<file path="config.mk">
export PLATFORM = sky130hd
export DESIGN_NAME = imem_loader_flat
export DESIGN_NICKNAME = d
export VERILOG_FILES = /design/src/rtl/imem_loader_if.sv /design/src/rtl/imem_loader.sv /design/src/flat_wrapper.sv
export SDC_FILE = /design/constraint.sdc
export NUM_CORES = 1
export LEC_CHECK = 0
export ABC_CLOCK_PERIOD_IN_PS = 2900
export CORE_AREA = 5 5 124 126
export CTS_CLUSTER_DIAMETER = 150
export DETAILED_ROUTE_END_ITERATION = 7
export DIE_AREA = 0 0 129 131
export GPL_TIMING_DRIVEN = 0
export PLACE_DENSITY_LB_ADDON = 0.2
export SLEW_MARGIN = 20
export SYNTH_ARGS = -nofsm -noshare
export SYNTH_HDL_FRONTEND = slang
export SYNTH_SLANG_ARGS = --single-unit
export TNS_END_PERCENT = 50
</file>
<file path="constraint.sdc">
create_clock -name clk -period 2.9 [get_ports clk]
set_clock_uncertainty 0.1 [all_clocks]
set_input_delay 0.725 -clock clk [delete_from_list [all_inputs] [get_ports clk]]
set_output_delay 0.725 -clock clk [all_outputs]
set_load 0.1 [all_outputs]
</file>
<file path="src/rtl/imem_loader_if.sv">
// Program byte stream into the loader and byte write port out to the instruction memory.
interface imem_loader_if #(
    parameter int unsigned M = 10
);
    localparam int unsigned AW = M + 2;

    logic          in_valid;
    logic [7:0]    in_data;
    logic          in_last;
    logic          in_ready;
    logic          mem_we;
    logic [AW-1:0] mem_addr;
    logic [7:0]    mem_wdata;

    // Loader side: consumes the byte stream, drives the memory write port.
    modport master (
        input  in_valid,
        input  in_data,
        input  in_last,
        output in_ready,
        output mem_we,
        output mem_addr,
        output mem_wdata
    );

    // Environment side: byte source and instruction memory.
    modport slave (
        output in_valid,
        output in_data,
        output in_last,
        input  in_ready,
        input  mem_we,
        input  mem_addr,
        input  mem_wdata
    );
endinterface

</file>
<file path="src/rtl/imem_loader.sv">
// Instruction memory loader: zero-fills the memory, streams a program into it,
// then releases the CPU from reset and measures its run time until halt.
module imem_loader #(
    parameter int unsigned M  = 10,
    parameter int unsigned CW = 32
) (
    input  logic           clk,
    input  logic           rst,
    input  logic           start,
    imem_loader_if.master  bus,
    output logic           cpu_rst,
    input  logic           is_halted,
    output logic           busy,
    output logic           done,
    output logic           error,
    output logic [M+2:0]   byte_count,
    output logic [7:0]     checksum,
    output logic [CW-1:0]  run_cycles
);
    localparam int unsigned AW    = M + 2;
    localparam int unsigned CNTW  = M + 3;
    localparam int unsigned DEPTH = 4 * (2 ** M);

    typedef enum logic [2:0] {
        S_IDLE,
        S_CLEAR,
        S_LOAD,
        S_RUN,
        S_HALTED,
        S_ERROR
    } state_t;

    state_t          state_q, state_d;
    logic [AW-1:0]   clr_addr_q, clr_addr_d;
    logic            mem_we_q, mem_we_d;
    logic [AW-1:0]   mem_addr_q, mem_addr_d;
    logic [7:0]      mem_wdata_q, mem_wdata_d;
    logic [CNTW-1:0] byte_count_q, byte_count_d;
    logic [7:0]      checksum_q, checksum_d;
    logic [CW-1:0]   run_cycles_q, run_cycles_d;
    logic            in_ready_q, in_ready_d;
    logic            busy_q, busy_d;
    logic            done_q, done_d;
    logic            error_q, error_d;
    logic            cpu_rst_q, cpu_rst_d;
    logic            accept_c;

    // Next-state, datapath and status-flag decode.
    always_comb begin
        state_d      = state_q;
        clr_addr_d   = clr_addr_q;
        mem_we_d     = 1'b0;
        mem_addr_d   = mem_addr_q;
        mem_wdata_d  = mem_wdata_q;
        byte_count_d = byte_count_q;
        checksum_d   = checksum_q;
        run_cycles_d = run_cycles_q;
        accept_c     = bus.in_valid & in_ready_q;

        case (state_q)
            S_IDLE, S_HALTED, S_ERROR: begin
                if (start) begin
                    state_d      = S_CLEAR;
                    clr_addr_d   = '0;
                    byte_count_d = '0;
                    checksum_d   = '0;
                    run_cycles_d = '0;
                end
            end
            S_CLEAR: begin
                mem_we_d    = 1'b1;
                mem_addr_d  = clr_addr_q;
                mem_wdata_d = 8'h00;
                if (clr_addr_q == AW'(DEPTH - 1)) begin
                    state_d    = S_LOAD;
                    clr_addr_d = '0;
                end else begin
                    clr_addr_d = clr_addr_q + AW'(1);
                end
            end
            S_LOAD: begin
                if (accept_c) begin
                    if (byte_count_q == CNTW'(DEPTH)) begin
                        // Program longer than the memory: nothing written, counters frozen.
                        state_d = S_ERROR;
                    end else begin
                        mem_we_d     = 1'b1;
                        mem_addr_d   = AW'(byte_count_q);
                        mem_wdata_d  = bus.in_data;
                        byte_count_d = byte_count_q + CNTW'(1);
                        checksum_d   = checksum_q + bus.in_data;
                        if (bus.in_last) begin
                            state_d = S_RUN;
                        end
                    end
                end
            end
            S_RUN: begin
                if (run_cycles_q != {CW{1'b1}}) begin
                    run_cycles_d = run_cycles_q + CW'(1);
                end
                if (is_halted) begin
                    state_d = S_HALTED;
                end
            end
            default: begin
                state_d = S_IDLE;
            end
        endcase

        // Status flags are registered copies of the next state's decode.
        in_ready_d = (state_d == S_LOAD);
        busy_d     = (state_d == S_CLEAR) || (state_d == S_LOAD);
        done_d     = (state_d == S_HALTED);
        error_d    = (state_d == S_ERROR);
        cpu_rst_d  = (state_d != S_RUN);
    end

    // State and output registers with synchronous reset.
    always_ff @(posedge clk) begin
        if (rst) begin
            state_q      <= S_IDLE;
            clr_addr_q   <= '0;
            mem_we_q     <= 1'b0;
            mem_addr_q   <= '0;
            mem_wdata_q  <= '0;
            byte_count_q <= '0;
            checksum_q   <= '0;
            run_cycles_q <= '0;
            in_ready_q   <= 1'b0;
            busy_q       <= 1'b0;
            done_q       <= 1'b0;
            error_q      <= 1'b0;
            cpu_rst_q    <= 1'b1;
        end else begin
            state_q      <= state_d;
            clr_addr_q   <= clr_addr_d;
            mem_we_q     <= mem_we_d;
            mem_addr_q   <= mem_addr_d;
            mem_wdata_q  <= mem_wdata_d;
            byte_count_q <= byte_count_d;
            checksum_q   <= checksum_d;
            run_cycles_q <= run_cycles_d;
            in_ready_q   <= in_ready_d;
            busy_q       <= busy_d;
            done_q       <= done_d;
            error_q      <= error_d;
            cpu_rst_q    <= cpu_rst_d;
        end
    end

    assign bus.in_ready  = in_ready_q;
    assign bus.mem_we    = mem_we_q;
    assign bus.mem_addr  = mem_addr_q;
    assign bus.mem_wdata = mem_wdata_q;
    assign cpu_rst       = cpu_rst_q;
    assign busy          = busy_q;
    assign done          = done_q;
    assign error         = error_q;
    assign byte_count    = byte_count_q;
    assign checksum      = checksum_q;
    assign run_cycles    = run_cycles_q;
endmodule

</file>
<file path="src/flat_wrapper.sv">
// flat-port wrapper written by rule: the top's interface ports become plain ports
module imem_loader_flat 
#(
    parameter int unsigned M  = 10,
    parameter int unsigned CW = 32
)
  (clk, rst, start, cpu_rst, is_halted, busy, done, error, byte_count, checksum, run_cycles, bus_in_valid, bus_in_data, bus_in_last, bus_in_ready, bus_mem_we, bus_mem_addr, bus_mem_wdata);
  imem_loader_if #(.M(M)) bus_i ();
  input  logic clk;
  input  logic rst;
  input  logic start;
  output logic cpu_rst;
  input  logic is_halted;
  output logic busy;
  output logic done;
  output logic error;
  output logic [M+2:0] byte_count;
  output logic [7:0] checksum;
  output logic [CW-1:0] run_cycles;
  input wire logic [$bits(bus_i.in_valid)-1:0] bus_in_valid;
  input wire logic [$bits(bus_i.in_data)-1:0] bus_in_data;
  input wire logic [$bits(bus_i.in_last)-1:0] bus_in_last;
  output wire logic [$bits(bus_i.in_ready)-1:0] bus_in_ready;
  output wire logic [$bits(bus_i.mem_we)-1:0] bus_mem_we;
  output wire logic [$bits(bus_i.mem_addr)-1:0] bus_mem_addr;
  output wire logic [$bits(bus_i.mem_wdata)-1:0] bus_mem_wdata;
  assign bus_i.in_valid = bus_in_valid;
  assign bus_i.in_data = bus_in_data;
  assign bus_i.in_last = bus_in_last;
  assign bus_in_ready = bus_i.in_ready;
  assign bus_mem_we = bus_i.mem_we;
  assign bus_mem_addr = bus_i.mem_addr;
  assign bus_mem_wdata = bus_i.mem_wdata;
  imem_loader #(.M(M), .CW(CW)) u_core (.clk(clk), .rst(rst), .start(start), .bus(bus_i), .cpu_rst(cpu_rst), .is_halted(is_halted), .busy(busy), .done(done), .error(error), .byte_count(byte_count), .checksum(checksum), .run_cycles(run_cycles));
endmodule
</file>
Word-level counts from Yosys, hierarchy flattened. Index checks and enable logic that the tools add are counted.

Register bits after elaboration: 94. Word-level logic and storage cells: 76. Output and inout port bits: 79. Input port bits: 14.

Mux-type cells: 30. Add/subtract/negate cells: 4. Reduce and logical (&&, ||, !) cells: 11. Equality and inequality tests: 17. Bitwise gates (word level): 1.

Operators with widths (count): 32-bit two-way mux (2); 32-bit one-hot mux with 2 select lines (1); 12-bit two-way mux (4); 12-bit one-hot mux with 2 select lines (2); 8-bit two-way mux (5); 13-bit two-way mux (3); 32-bit by 1-bit adder with 32-bit output, second input constant (1); 32-bit != test, second input constant (1); 8-bit one-hot mux with 2 select lines (2); 13-bit one-hot mux with 2 select lines (1); 3-bit two-way mux (6); 13-bit by 1-bit adder with 13-bit output, second input constant (1); 13-bit equality test, second input constant (1); 12-bit by 1-bit adder with 12-bit output, second input constant (1); 12-bit equality test, second input constant (1); 3-bit equality test, second input constant (4); 3-bit one-hot mux with 4 select lines (1); 3-bit by 2-bit equality test with 1-bit output, second input constant (3); 8-bit adder (1); 2-bit nonzero test (4); 3-bit by 1-bit equality test with 1-bit output, second input constant (2); 3-bit AND reduction (2); 2-bit by 1-bit != test with 1-bit output, second input constant (2); 2-bit != test, second input constant (2); other kinds (9) (10).

Logic depth before layout (Yosys ltp). Gate-level depths: netlist of the first run.

Word-level depth: 6. Depth in mapped cells: 9. Depth with buffers taken out: 8.

Worst setup path after synthesis of the first run. Ideal clock, no wire load.

Path kind: reg2reg. Start point: register u_core.run_cycles_q[0], in the netlist u_core.run_cycles[0]. End point: register u_core.run_cycles_q[22], in the netlist u_core.run_cycles[22]. Setup slack: 0.064 ns. Arrival: 2.620 ns. Required time: 2.684 ns. Library setup time: 0.116 ns. Cell stages (with the launch flop): 8. Cell sequence: dfxtp_1 > ha_1 > nand2_2 > or3_1 > buf_6 > a211oi_4 > a31oi_1 > a41o_1.

Longest elaborated chain between the ends: 3.

RTL lines: start, declared (line imem_loader.sv:40) `logic [CW-1:0] run_cycles_q, run_cycles_d;`; start signal, assigned (line imem_loader.sv:143) `run_cycles_q <= run_cycles_d;`; 32-bit by 1-bit adder with 32-bit output or 32-bit != test (tied branches) (line imem_loader.sv:100, imem_loader.sv:99); 32-bit two-way mux or 2-bit by 1-bit != test with 1-bit output (tied branches); 32-bit one-hot mux with 2 select lines or 3-bit AND reduction (tied branches).

Parallel ways exist; a longest one is shown, timed or not. The select of a mux whose other input is x is not followed. A chain may end at the register's enable or synchronous reset.

Worst setup path in the final report of the first run.
Start point: register u_core.byte_count_q[6], in the netlist u_core.byte_count[6]. End point: output port byte_count[6].

RTL lines: start, declared (line imem_loader.sv:38) `logic [CNTW-1:0] byte_count_q, byte_count_d;`; start signal, assigned (line imem_loader.sv:141) `byte_count_q <= byte_count_d;`; end, declared (line flat_wrapper.sv:17) `output logic [M+2:0] byte_count;`.

No word-level cell between the ends.

==> results.txt, run 1 <==
----------------------------------------------------
[Status]
  Outcome ... finished, final reports clean

[Logic synthesis]
  Number of enable-type register cells in the synthesized netlist ... 0
  Sequential fraction of the synthesis area ... about two fifths
  Cell taking the most area after synthesis ... dfxtp_1
  Netlist Area Pre-Place ... 4850 µm²
  Proportion of register bits with asynchronous set or reset after synthesis ... 0%
  Syn_nets ... between 500 and 600
  Synthesized instance count ... 560
  Cells taking the most area after synthesis ... dfxtp_1 39%, nor2_1 6.8%, xnor2_1 5.6%, a21oi_1 3.7%, nand3_1 3.4%
  Avg Cell Area, Syn ... slightly below 9 µm²
  Main flop type after synthesis ... dfxtp_1
  Unique masters post-synth ... 69
  Yosys warns ... 0
  Number of synthesized register bits ... 94
  Top cell type's share of synthesized area ... just under 40%

[Die]
  Die Area ... around 17000 µm²
  Overall die height ... ~130 µm
  Die extent in x ... between 100 and 150 µm
  Number of ports placed on the die boundary ... 93
  Core area ... around 14000 µm²
  Initial standard-cell utilization of the core ... around 34%
  Row cnt ... 44

[STA]
  Share of the cycle needed by the critical path after routing ... a little over nine tenths
  Final WS setup ... approximately 50 ps
  Min Tclk post-route ... roughly 2900 ps
  Relative slew margins ... 31.5%
  Final setup vio count ... 0
  RSZ-0062 raised after global routing ... no
  Maximum clock rate ... 351 MHz
  Worst hold slack ... ~370 ps
  Count of pins over their slew limit ... 0
  Number of endpoints with negative hold slack in the final report ... 0
  Worst slew pin tran ... approximately 1000 ps

[Pwr]
  Leakage dissipation ... between 2 and 2.5 nW
  Final Power ... 3.02 mW
  Clock group share of total power ... 40.0%
  Part of the total power dissipated in combinational logic ... around 16%
  VDD IR max ... about 0.00023 V
  Sequential power share ... between 40% and 50%
  Switching portion of total power ... ~29%
  Power density cells ... 480 nW/µm²
  Internal Pwr Total ... between 2 and 2.5 mW
  Net switching power ... 0.863 mW

[Route]
  Via/cell ratio ... approximately 5.2
  Number of search-and-repair iterations in the first detailed-routing pass ... 4
  Violation count after the first detailed-routing iteration ... 343
  Total via count in the routed design ... about 4400
  Post-detailed-route count of antenna-violating nets ... 0
  Detailed-route wire length per cell ... 16.4 µm
  Remaining design rule violation count ... 0
  Detailed Route WL ... 13900 µm

[Clock network]
  Clock tree root buffer cell ... clkbuf_16
  Worst-path clk slew ... 70 ps
  Hold buffers post-CTS ... 0
  Clock net sink count ... 94
  CTS HTree Levels ... 3
  Inserted Clock Buffers ... 9
  Worst-Skew Late Latency ... about 340 ps
  Clock tree from TritonCTS ... yes
  Maximum root-to-sink buffer count ... 2
  Post-CTS Setup Inserts ... 0

[Critical path]
  Combined buffer and inverter count along the critical path ... 1
  Req. time, crit path ... 2080 ps
  CP Max Fanout ... 8
  Data arrival time of the worst path ... ~2000 ps
  Capturing element type of the critical path ... output pin
  List of cells traversed by the critical path ... clkdlybuf4s50_1
  Top Family by Delay on Critical Path ... buffers and inverters
  Kind of critical path ... reg2out
  Largest stage delay on the critical path ... ~1200 ps
  Setup crit start kind ... register
  Slowest CP cell ... clkdlybuf4s50_1

[Cells and area]
  Number of nets in the layout ... between 600 and 700
  Layout Utilization ... approximately 44%
  Count of antenna diodes in the layout ... 0
  Layout overhead on the synthesized area ... 29.7%
  Proportion of layout cells with a drive suffix above 1 ... just under 9%
  Final instance count without filler cells ... between 800 and 900

[Hold path]
  Type of the most critical hold path ... reg2reg

[Placed design]
  Cell count after placement ... 835
  Pre-CTS WS ... -476 ps
  Estimated wirelength of the detail-placed design ... 10600 µm
  RePlAce Congestion ... approximately 0.82
  Buffers on Ports ... 91

[Flow run]
  Count of max-cap constraint violations ... 0

[Global route]
  Overall track demand over capacity in global routing ... approximately 17%
  Largest net degree at the start of global routing ... 15
  Remaining global-route overflow ... 0
  Via count of the first global-routing pass ... ~4300
  Wire length of the first global-routing pass ... 22600 µm
  Number of antenna violations at the first check in global routing ... 0

----------------------------------------------------
[path summary, 6_finish.rpt]
check | start | to | slack, ps | cells after the start
max | u_core.byte_count[6] | byte_count[6] | 50 | 1
min | u_core.bus.mem_wdata[5] | u_core.bus.mem_wdata[5] | 370 | 2
max reg2reg | u_core.byte_count[0] | u_core.checksum[4] | 370 | 9
min reg2reg | u_core.bus.mem_wdata[5] | u_core.bus.mem_wdata[5] | 370 | 2
[state kept, by name (all words and copies together) (netlist names)]
signal / cells
u_core.checksum: 8
u_core.bus.mem_wdata: 8
u_core.clr_addr_q: 12
u_core.bus.mem_addr: 12
u_core.bus.mem_we: 1
u_core.cpu_rst: 1
u_core.byte_count: 13
u_core.done: 1
u_core.error: 1
u_core.bus.in_ready: 1
u_core.busy: 1
u_core.state_q: 3
u_core.run_cycles: 32
[cells in the mapped netlist (3+ instances only)]
cell       n
a21oi_2    3
a311oi_1   3
ha_1      11
inv_1     11
a21o_1     6
nor2_1    88
nor3b_1    4
nand2_2    3
nand3b_1   4
buf_1      4
o21ai_0   13
a211oi_1  17
nor3_1     9
xor2_1     7
nor4b_1    6
buf_2     10
xnor2_1   31
dfxtp_1   94
nand2_1   43
a21oi_1   36
mux2i_1   15
nand4_1    6
nor4_1     7
clkbuf_1  11
and4_1     4
a31oi_1    6
nand3_1   33
and3_1    16
a31o_2     3
[cell families (layout without fill, tap and decap cells)]
| kind of cell | count (synthesis) | after routing | synth area share (%) |
|---|---|---|---|
| adder cells (fa/ha/maj) | 12 | 12 | 3.25 |
| flip-flops | 94 | 94 | 38.8 |
| AO/OA/AOI/OAI | 113 | 113 | 17.4 |
| buffers and inverters | 40 | 146 | 3.82 |
| multiplexers | 16 | 16 | 3.33 |
| XOR/XNOR | 38 | 38 | 6.86 |
| AND/OR/NAND/NOR | 247 | 247 | 26.5 |
[power by group through the flow]
| stage | clock network (mW) | logic (mW) | registers (mW) |
|---|---|---|---|
| floorplan | 0 | 0.170 | 1.54 |
| global placement | 0 | 0.474 | 1.36 |
| finish | 1.21 | 0.475 | 1.34 |
| global route | 1.28 | 0.509 | 1.34 |
| CTS | 1.23 | 0.478 | 1.34 |
| detailed placement | 0 | 0.478 | 1.37 |
[metrics by stage]
step                      TNS, ps  instance area, µm²
after CTS                       0                6290
final                           0                6290
after global routing            0                6290
after floorplan                 0                4850
after global placement     -13050                5990
after detailed placement   -13610                5990
[what timing repair did]
| action | CTS | global route |
|---|---|---|
| hold endpoints to repair | 0 | 0 |
| resized for setup | 2 | 2 |
| setup endpoints to repair | 32 | 12 |
[metal layers]
metal / up-vias / part of all wire (%) / global-route usage, %
met5: - / 0 / 0
met4: 0 / 1.6 / 6.49
met3: 14 / 6.1 / 3.90
met2: 101 / 46 / 26.7
met1: 2105 / 46 / 22.2
li1: 2215 / - / -
[area by class of cell]
class	count	area, µm²
Fill cell	1421	7910
Inverter	11	41.3
Clock buffer	13	260
Timing Repair Buffer	91	911
Multi-Input combinational cell	426	2790
Buffer	28	140
Sequential cell	94	1880
Clock inverter	3	42.5
Tap cell	184	230
[layout by cell type, fill, tap and decap left out, drive strengths merged, types with 3 or more instances in the layout]
cell,synthesis,final
nand3b,4,4
nor2,89,89
nand3,35,35
nor3b,5,5
buf,18,17
a211oi,20,20
a31oi,6,6
ha,11,11
nand4,8,8
or2,3,3
nor3,10,10
inv,11,11
and4,5,5
o21ai,16,16
a311oi,3,3
and3,16,16
a2111oi,4,4
mux2i,15,15
xor2,7,7
a21oi,39,39
nor4b,6,6
nor4,8,8
nand2,46,46
clkbuf,11,24
a21o,6,6
dfxtp,94,94
xnor2,31,31
a31o,3,3
clkdlybuf4s50,0,88
Power figures use the tool's default switching activity.
==> inputs of run 2 (changes only) <==
CORE_AREA = 5 5 173 92   (was 5 5 124 126)
DIE_AREA = 0 0 178 97   (was 0 0 129 131)
DONT_BUFFER_PORTS = 1   (was unset)
GPL_TIMING_DRIVEN = unset   (was 0)
==> run 2 against run 1 <==
  * Fmax increased by 14%
  * Wire length is 5.1% higher
  * Total power grew 1.3%
  * Utilization decreased by 2.4 points
  * Die area rose by 2.2%
  * Global-route usage increased by 0.16 points
  * Combinational power fell by 12%
  * Flip-flop and latch count stayed put
  * Worst setup slack gained 360 ps
  * Clock power rose by 7%
  * Sequential power about the same
  * Sequential share of layout area grew 1.8 points
  * Critical endpoint is now u_core.checksum[7]
  * Largest power group unchanged
==> results.txt, run 2 (synthesis results as in run 1) <==
----------------------------------------------------
[Status]
  Outcome ... finished, final reports clean

[Pwr]
  Leakage dissipation ... 2.17 nW
  Internal Pwr Total ... ~2.2 mW
  Power density cells ... ~510 nW/µm²
  Net switching power ... 0.865 mW
  Part of the total power dissipated in combinational logic ... a little over an eighth
  Clock group share of total power ... 42.5%
  VDD IR max ... ~0.00025 V
  Sequential power share ... between 40% and 50%
  Switching portion of total power ... between 20% and 30%

[STA]
  Min Tclk post-route ... approximately 2500 ps
  Number of endpoints with negative hold slack in the final report ... 0
  Relative slew margins ... about a quarter
  Final WS setup ... 407 ps
  Count of pins over their slew limit ... 0
  Share of the cycle needed by the critical path after routing ... between 80% and 90%
  Final setup vio count ... 0
  RSZ-0062 raised after global routing ... no
  Maximum clock rate ... roughly 400 MHz
  Worst slew pin tran ... roughly 1100 ps
  Accumulated negative setup slack ... 0 ps
  Worst hold slack ... roughly 350 ps

[Die]
  Die Area ... between 15000 and 20000 µm²
  Row cnt ... 31
  Initial standard-cell utilization of the core ... 34.3%
  Overall die height ... 97 µm
  Number of ports placed on the die boundary ... between 90 and 100
  Core area ... 14200 µm²
  Die extent in x ... 178 µm

[Clock network]
  Maximum root-to-sink buffer count ... 2
  Clock net sink count ... 94
  Clock tree root buffer cell ... clkbuf_16
  Inserted Clock Buffers ... 9
  Worst-path clk slew ... around 70 ps
  Post-CTS Setup Inserts ... 0
  Hold buffers post-CTS ... 0
  Clock tree from TritonCTS ... yes
  CTS HTree Levels ... 3
  Worst-Skew Late Latency ... between 300 and 400 ps
  Cts repair resizes ... 0

[Critical path]
  Setup crit start kind ... register
  Slowest CP cell ... nor4b_1
  List of cells traversed by the critical path ... inv_1, ha_1, nor4b_1, nand3_1, nand2_2, buf_4, nor4b_1, o21ai_0, nand3_1
  Combined buffer and inverter count along the critical path ... 2
  Largest stage delay on the critical path ... between 400 and 500 ps
  Kind of critical path ... reg2reg
  Data arrival time of the worst path ... ~2600 ps
  Top Family by Delay on Critical Path ... simple AND/OR/NAND/NOR gates
  Capturing element type of the critical path ... register
  Req. time, crit path ... 3030 ps
  CP Max Fanout ... 14

[Global route]
  Met1 Resource Use GR ... between 20% and 30%
  Number of antenna violations at the first check in global routing ... 0
  Via count of the first global-routing pass ... 4098
  Layer with the highest usage ... met1
  Overall track demand over capacity in global routing ... 17.0%
  GRT met2 Usage ... 20.5%
  Fraction of met3 tracks used by global routing ... under 10%
  Remaining global-route overflow ... 0
  Wire length of the first global-routing pass ... ~23000 µm
  Largest net degree at the start of global routing ... 56

[Route]
  Violation count after the first detailed-routing iteration ... around 460
  Remaining design rule violation count ... 0
  Number of search-and-repair iterations in the first detailed-routing pass ... 4
  Detailed Route WL ... approximately 15000 µm
  Total via count in the routed design ... 4377
  Post-detailed-route count of antenna-violating nets ... 0
  Via/cell ratio ... about 5.3
  Detailed-route wire length per cell ... roughly 18 µm

[Cells and area]
  Number of nets in the layout ... 656
  Most common library cell in the layout ignoring fill and taps ... dfxtp_1
  Final instance count without filler cells ... between 800 and 900
  Sequential cell area ... approximately 1900 µm²
  Area of the multi-input gates ... about 2800 µm²
  Count of antenna diodes in the layout ... 0
  Layout overhead on the synthesized area ... 22.4%
  Commonest cells after routing, fill and taps aside ... 94 x dfxtp_1, 88 x nor2_1, 88 x buf_4
  Proportion of layout cells with a drive suffix above 1 ... between 20% and 30%
  Fill cell instance count of the final layout ... approximately 1400
  Number of flip-flops in the largest register ... 32

[Placed design]
  RePlAce Congestion ... approximately 0.86
  Pre-CTS WS ... between 400 and 500 ps
  Cell count after placement ... between 800 and 900
  Estimated wirelength of the detail-placed design ... ~11000 µm
  Buffers on Ports ... 0

[Hold path]
  Type of the most critical hold path ... in2reg

[Flow run]
  Count of max-cap constraint violations ... 0

----------------------------------------------------
-- run 2: layer usage --
metal	part of all wire [%]	routed length (µm)	up-vias
met3	10	1520	11
met2	37	5390	161
met5	0	0	-
met1	52	7610	2044
met4	0.68	99	0
li1	-	-	2161
-- run 2: layout make-up --
class                      instances  area share (%)
clock inverter                     5            1.37
multi-input combinational        426            46.9
timing repair buffer              88            11.1
tap                              198            4.17
sequential                        94            31.7
inverter                          11           0.695
clock buffer                      11            4.09
-- run 2: through the flow --
step,cell area [µm²],total power [mW],util [%]
3_3_place_gp,5620,1.78,39.7
6_report,5940,3.06,42.0
3_5_place_dp,5620,1.79,39.7
4_1_cts,5940,3.09,42.0
5_1_grt,5940,3.18,42.0
2_1_floorplan,4850,1.71,-
-- run 2: power groups by stage --
stage / Clock (mW) / Sequential [mW] / Combinational (mW)
2_1_floorplan: 0 / 1.54 / 0.170
3_3_place_gp: 0 / 1.37 / 0.417
3_5_place_dp: 0 / 1.37 / 0.420
4_1_cts: 1.33 / 1.34 / 0.420
5_1_grt: 1.38 / 1.34 / 0.449
6_report: 1.30 / 1.34 / 0.420
-- run 2: worst paths after layout --
kind	cells after the start	startpoint	to	slack, ps
min reg2reg	2	u_core.bus.mem_wdata[0]	u_core.bus.mem_wdata[0]	370
max	9	u_core.byte_count[0]	u_core.checksum[7]	410
max reg2reg	9	u_core.byte_count[0]	u_core.checksum[7]	410
min	1	rst	u_core.busy	350
